==> src/rtl/half_adder_iter_ctrl_if.sv <==
// Operand/result handshake bundle for the iterative half-adder controller.
// The master side is the producer/consumer; the slave side is the controller.
interface half_adder_iter_ctrl_if #(
  parameter int N  = 4,
  parameter int CW = $clog2(N + 1)
);
  logic          in_valid;
  logic          in_ready;
  logic [N-1:0]  a;
  logic [N-1:0]  b;
  logic          out_valid;
  logic          out_ready;
  logic [N-1:0]  sum;
  logic          cout;
  logic [CW-1:0] iters;
  logic          busy;

  modport master (
    output in_valid, a, b, out_ready,
    input  in_ready, out_valid, sum, cout, iters, busy
  );

  modport slave (
    input  in_valid, a, b, out_ready,
    output in_ready, out_valid, sum, cout, iters, busy
  );
endinterface

==> src/rtl/half_adder_iter_ctrl.sv <==
// Builds a full N-bit adder by re-applying a carry-free half-adder array
// until the carry vector drains to zero; operands and results use valid/ready.
module half_adder_iter_ctrl #(
  parameter int N = 4
) (
  input  logic                  clk,
  input  logic                  rst_n,
  half_adder_iter_ctrl_if.slave bus
);
  localparam int CW = $clog2(N + 1);

  typedef enum logic [1:0] {
    IDLE = 2'd0,
    RUN  = 2'd1,
    DONE = 2'd2
  } state_t;

  state_t        state;
  state_t        state_nxt;

  logic [N-1:0]  x;
  logic [N-1:0]  y;
  logic          cflag;
  logic [CW-1:0] count;

  logic [N-1:0]  sum_r;
  logic          cout_r;
  logic [CW-1:0] iters_r;

  logic [N-1:0]  ha_s;
  logic [N-1:0]  ha_c;
  logic          y_zero;

  logic          in_ready_c;
  logic          out_valid_c;
  logic          busy_c;

  // Bitwise half-adder array: no carry chain between bit positions.
  for (genvar i = 0; i < N; i++) begin : g_ha
    assign ha_s[i] = x[i] ^ y[i];
    assign ha_c[i] = x[i] & y[i];
  end

  assign y_zero = (y == '0);

  always_ff @(posedge clk or negedge rst_n) begin
    if (!rst_n) begin
      state <= IDLE;
    end else begin
      state <= state_nxt;
    end
  end

  always_comb begin
    state_nxt   = state;
    in_ready_c  = 1'b0;
    out_valid_c = 1'b0;
    busy_c      = 1'b1;
    case (state)
      IDLE: begin
        in_ready_c = 1'b1;
        busy_c     = 1'b0;
        if (bus.in_valid) begin
          state_nxt = RUN;
        end
      end
      RUN: begin
        if (y_zero) begin
          state_nxt = DONE;
        end
      end
      DONE: begin
        out_valid_c = 1'b1;
        if (bus.out_ready) begin
          state_nxt = IDLE;
        end
      end
      default: begin
        state_nxt = IDLE;
      end
    endcase
  end

  // Working registers and result registers; results persist until the next DONE entry.
  always_ff @(posedge clk or negedge rst_n) begin
    if (!rst_n) begin
      x       <= '0;
      y       <= '0;
      cflag   <= 1'b0;
      count   <= '0;
      sum_r   <= '0;
      cout_r  <= 1'b0;
      iters_r <= '0;
    end else begin
      case (state)
        IDLE: begin
          if (bus.in_valid) begin
            x     <= bus.a;
            y     <= bus.b;
            cflag <= 1'b0;
            count <= '0;
          end
        end
        RUN: begin
          if (y_zero) begin
            sum_r   <= x;
            cout_r  <= cflag;
            iters_r <= count;
          end else begin
            x     <= ha_s;
            // The carry leaving bit N-1 is folded into the flag, never wrapped back.
            y     <= {ha_c[N-2:0], 1'b0};
            cflag <= cflag | ha_c[N-1];
            count <= count + CW'(1);
          end
        end
        default: begin
        end
      endcase
    end
  end

`ifndef SYNTHESIS
  // The carry vector gains a trailing zero per update, so N updates always suffice.
  always @(posedge clk) begin
    if (rst_n && (state == RUN) && !y_zero) begin
      assert (count < CW'(N))
        else $error("half_adder_iter_ctrl: update %0d exceeds N=%0d", count + 1, N);
    end
  end
`endif

  assign bus.in_ready  = in_ready_c;
  assign bus.out_valid = out_valid_c;
  assign bus.busy      = busy_c;
  assign bus.sum       = sum_r;
  assign bus.cout      = cout_r;
  assign bus.iters     = iters_r;

endmodule
==> src/flat_wrapper.sv <==
// flat-port wrapper written by rule: the top's interface ports become plain ports
module half_adder_iter_ctrl_flat 
#(
  parameter int N = 4
)
  (clk, rst_n, bus_in_valid, bus_a, bus_b, bus_out_ready, bus_in_ready, bus_out_valid, bus_sum, bus_cout, bus_iters, bus_busy);
  half_adder_iter_ctrl_if #(.N(N)) bus_i ();
  input  logic clk;
  input  logic rst_n;
  input wire logic [$bits(bus_i.in_valid)-1:0] bus_in_valid;
  input wire logic [$bits(bus_i.a)-1:0] bus_a;
  input wire logic [$bits(bus_i.b)-1:0] bus_b;
  input wire logic [$bits(bus_i.out_ready)-1:0] bus_out_ready;
  output wire logic [$bits(bus_i.in_ready)-1:0] bus_in_ready;
  output wire logic [$bits(bus_i.out_valid)-1:0] bus_out_valid;
  output wire logic [$bits(bus_i.sum)-1:0] bus_sum;
  output wire logic [$bits(bus_i.cout)-1:0] bus_cout;
  output wire logic [$bits(bus_i.iters)-1:0] bus_iters;
  output wire logic [$bits(bus_i.busy)-1:0] bus_busy;
  assign bus_i.in_valid = bus_in_valid;
  assign bus_i.a = bus_a;
  assign bus_i.b = bus_b;
  assign bus_i.out_ready = bus_out_ready;
  assign bus_in_ready = bus_i.in_ready;
  assign bus_out_valid = bus_i.out_valid;
  assign bus_sum = bus_i.sum;
  assign bus_cout = bus_i.cout;
  assign bus_iters = bus_i.iters;
  assign bus_busy = bus_i.busy;
  half_adder_iter_ctrl #(.N(N)) u_core (.clk(clk), .rst_n(rst_n), .bus(bus_i));
endmodule
==> config.mk <==
export PLATFORM = sky130hd
export DESIGN_NAME = half_adder_iter_ctrl_flat
export DESIGN_NICKNAME = d
export VERILOG_FILES = /design/src/rtl/half_adder_iter_ctrl_if.sv /design/src/rtl/half_adder_iter_ctrl.sv /design/src/flat_wrapper.sv
export SDC_FILE = /design/constraint.sdc
export NUM_CORES = 1
export LEC_CHECK = 0
export ABC_AREA = 1
export ABC_CLOCK_PERIOD_IN_PS = 3300
export BUFFER_PORTS_ARGS = -buffer_cell sky130_fd_sc_hd__buf_2
export CAP_MARGIN = 20
export CORE_MARGIN = 2
export CORE_UTILIZATION = 45
export CTS_CLUSTER_DIAMETER = 60
export CTS_CLUSTER_SIZE = 25
export DETAILED_ROUTE_END_ITERATION = 8
export GPL_TIMING_DRIVEN = 0
export PLACE_DENSITY = 0.68
export SLEW_MARGIN = 10
export SYNTH_ARGS = -nofsm -noshare
export SYNTH_HDL_FRONTEND = slang
export SYNTH_SLANG_ARGS = --single-unit
==> constraint.sdc <==
create_clock -name clk -period 3.3 [get_ports clk]
set_input_delay 0.66 -clock clk [delete_from_list [all_inputs] [get_ports clk]]
set_output_delay 0.66 -clock clk [all_outputs]
set_load 0.01 [all_outputs]
* Word level (Yosys, flattened, before mapping)
Cells that the tools add are included.
** Operators by class
- Add/subtract/negate cells :: 1
- Equal/unequal tests :: 6
- Muxes and demuxes :: 19
- Reduce and logical (&&, ||, !) cells :: 6
- Bitwise logic cells :: 9
** Operators with widths (number)
- 4-bit 2-to-1 mux :: 4
- 4-bit case mux with 2 select lines :: 2
- 2-bit 2-to-1 mux :: 3
- 3-bit 2-to-1 mux :: 2
- 2-bit != test (second input constant) :: 3
- 2-bit case mux with 3 select lines :: 1
- 3-bit case mux with 2 select lines :: 1
- 3-bit AND reduction :: 2
- 1-bit 2-to-1 mux :: 5
- 1-bit AND :: 4
- 4-bit zero test :: 1
- 1-bit bitwise XOR :: 4
- 3-bit by 1-bit adder with 3-bit output (second input constant) :: 1
- 2-bit by 1-bit equality test with 1-bit output (second input constant) :: 1
- 2-bit equality test (second input constant) :: 1
- 2-bit zero test :: 1
- 2-bit by 1-bit != test with 1-bit output (second input constant) :: 1
- 1-bit case mux with 2 select lines :: 1
- 2-bit AND reduction :: 1
- 2-bit nonzero test :: 1
- 1-bit OR :: 1
** Storage, ports and cells
- Output and inout bits :: 11
- Bits of input ports :: 12
- Register bits :: 22

* Logic depth before layout (Yosys ltp)
- Depth in word-level cells :: 4
- Mapped depth :: 7
- Mapped depth without buffers :: 7

* Worst setup path before layout
OpenSTA, ideal clock, no wires.
- Path kind :: register to output
- From :: register u_core.state[1]
- To :: output bus_busy
- Path buffers :: 0
- Cell stages (with the launch flop) :: 3
- Slack :: 1828 ps
- Arrival time :: 812 ps
- Data required time :: 2640 ps
- Path through :: dfrtp_1 -> nor2_2 -> inv_1
** Between the ends
- Word-level cells in the longest chain between the ends :: 2
** Ends and longest elaborated chain
- start: declaration :: RTL line half_adder_iter_ctrl.sv:18 : state_t state;
- start signal: assignment :: RTL line half_adder_iter_ctrl.sv:50 : state <= state_nxt;
- 2-bit zero test :: RTL line half_adder_iter_ctrl.sv:59 : case (state)
- 1-bit 2-to-1 mux :: RTL line half_adder_iter_ctrl.sv:59
- end: declaration :: RTL line flat_wrapper.sv:19 : output wire logic [$bits(bus_i.busy)-1:0] bus_busy;
No other way between the ends.

* Worst setup path in the final report
Ends and elaborated chain as after synthesis.

==> run_results.csv <==
group,metric,value,unit
logic_synthesis,syn_area_per_cell,8.24,um2
setup_path,crit_type,"flip-flop to output port",
finish,final_nets,178,
setup_path,worstReg2RegStart,"u_core.y[3]",
setup_path,cp-end-kind,"output port",
clock_tree,cts_root_buf,"clkbuf_4",
setup_path,cp-startpoint,"u_core.state[1]",
sta,slew_headroom,67.8,%
detailed_routing,drtPass1Iterations,4,
logic_synthesis,synthCells,134,
global_routing,grt_first_pass_wirelength,3300,um
floorplan,num_rows,17,
clock_tree,cts_buffers,3,
setup_path,cp_data_arrival_time,1.21,ns
logic_synthesis,synth_area_leaders,"dfrtp_1, nand2_1, ha_1, nand3_1, nand2_4",
detailed_routing,drc,0,
floorplan,die_area,0.00287,mm2
finish,syn_to_final_growth,16.4,%
logic_synthesis,yosysTopAreaCell,"dfrtp_1",
clock_tree,insertion_delay,0.30,ns
logic_synthesis,synth_top_cell_area_share,49.8,%
detailed_routing,antenna_left,0,
pwr,ir_drop,600,uV
sta,timing.fmax,0.536,GHz
logic_synthesis,syn-num-nets,151,
clock_tree,cts_tree,"yes",
setup_path,critical_path_required,2.64,ns
finish,antenna_cells_inserted,0,
status,status,"complete, no violations",
sta,setup_slack,1.43,ns
clock_tree,cts.sinks,22,
pwr,pwr_density_cell,997,mW/mm2
sta,finalMaxSlewViolations,0,
sta,rsz0062_at_grt,"false",
clock_tree,clockBufferDepth,2,
finish,final_common_cell,"nand2_1",
clock_tree,post_cts_buffers,0,
clock_tree,cts_resized,0,
setup_path,start_kind,"flip-flop",
finish,layout_common_cells,"nand2_1, buf_2, dfrtp_1",
global_routing,grt_max_degree,23,
logic_synthesis,ys_warn_count,0,
detailed_routing,drt-total-wl,2010,um
floorplan,die_h,53.6,um
finish,stdcell_count,188,
placement,dpl.cell_count,184,
logic_synthesis,ys_seq_area_share,49.8,%
clock_tree,htreeDepth,1,
sta,timing.hold.ws,0.292,ns
floorplan,core,0.00228,mm2
global_routing,grt_overflow,0,
detailed_routing,drt-initial-drc-count,15,
logic_synthesis,netlist_area,0.00110,mm2
sta,tightest_slew,0.482,ns
placement,post-place-ws,1.79,ns
run,drv_cap,0,
clock_tree,path_clk_slew,0.12,ns
logic_synthesis,synth-seq-cells,22,
sta,layout_min_cycle_time,1.87,ns
floorplan,die_x,53.6,um
placement,dp_hpwl,1520,um
floorplan,io_pins,23,
logic_synthesis,yosysUniqueCellTypes,17,
global_routing,grt_pass1_vias,739,
detailed_routing,vias_per_cell,4.68,
finish,drive_gt1_share,25.0,%
sta,timing.final.hold_violations,0,
placement,gp_congestion,0.840,
detailed_routing,vias,879,
placement,portBuffers,22,
sta,finClkSkew,0.00383,ns
clock_tree,holdBufCountCts,0,
sta,tns,0,ns
global_routing,gr-usage-all-layers,16.1,%
finish,final_core_util,56.5,%
detailed_routing,wl_per_cell,10.7,um
pwr,cellLeakagePower,0.764,nW
worst_hold_path,hp-class,"input port to async pin",
global_routing,antenna_found_initial,0,
setup_path,crit_fanout,4,
sta,setup_viol,0,
sta,period_share,56.5,%
floorplan,start_util,48.5,%
metal layers:
layer	GRT usage (%)	up-vias	routed length (um)
met5	0	-	0
met4	5.13	0	23
met3	3.33	4	66
met2	26.1	17	955
met1	21.6	387	968
li1	-	471	-
layout make-up:
class / instances / area, um2
fillers: 221 / 990
flip-flops and latches: 22 / 551
multi-input cells: 102 / 509
repair buffers: 22 / 110
clock buffers: 4 / 36.3
well taps: 28 / 35.0
inverters: 9 / 33.8
plain buffers: 1 / 11.3
critical path, cell delays in order (launching register included):
cell	delay, ns
dfrtp_1	0.50
nor2_2	0.22
inv_1	0.05
buf_2	0.13
cell families after synthesis:
kind of cell,after synthesis,share of synthesized area (%)
AOI/OAI and AO/OA,5,3.40
buffers and inverters,10,4.08
and+or+nand+nor,92,37.0
adders and majority gates,5,5.66
DFF,22,49.8
through the flow:
stage	instance area (um2)	total power, mW
floorplan	1100	0.965
global placement	1250	1.13
detailed placement	1250	1.15
CTS	1290	1.30
global route	1290	1.43
finish	1290	1.28
cells in the mapped netlist (all sizes together):
master / count
dfrtp: 22
o31ai: 1
inv: 9
o211ai: 1
o21ai: 3
nor2: 6
buf: 1
nand3: 10
nand2: 76
ha: 5
state kept, by name (all words and copies together), names as in the netlist:
register	count
u_core.bus.cout	1
u_core.bus.iters	3
u_core.bus.sum	4
u_core.cflag	1
u_core.count	3
u_core.state	2
u_core.x	4
u_core.y	4
where the power goes:
| part | switching (mW) | internal, mW | total, mW |
|---|---|---|---|
| logic | 0.415 | 0.236 | 0.651 |
| clock network | 0.0803 | 0.0673 | 0.148 |
| registers | 0.0972 | 0.386 | 0.483 |
| total | 0.593 | 0.689 | 1.28 |
worst paths after layout:
kind	cells past startpoint	to	slack, ns
min in group clk	2	u_core.bus.sum[3]	0.49
setup reg to reg	6	u_core.y[1]	2.01
hold / removal	1	u_core.bus.iters[0]	0.29
setup / recovery	3	bus_busy	1.43
max in group asynchronous	1	u_core.x[1]	2.68
hold reg to reg	2	u_core.bus.sum[3]	0.49
Note: power is estimated with default switching activity, not from simulation.
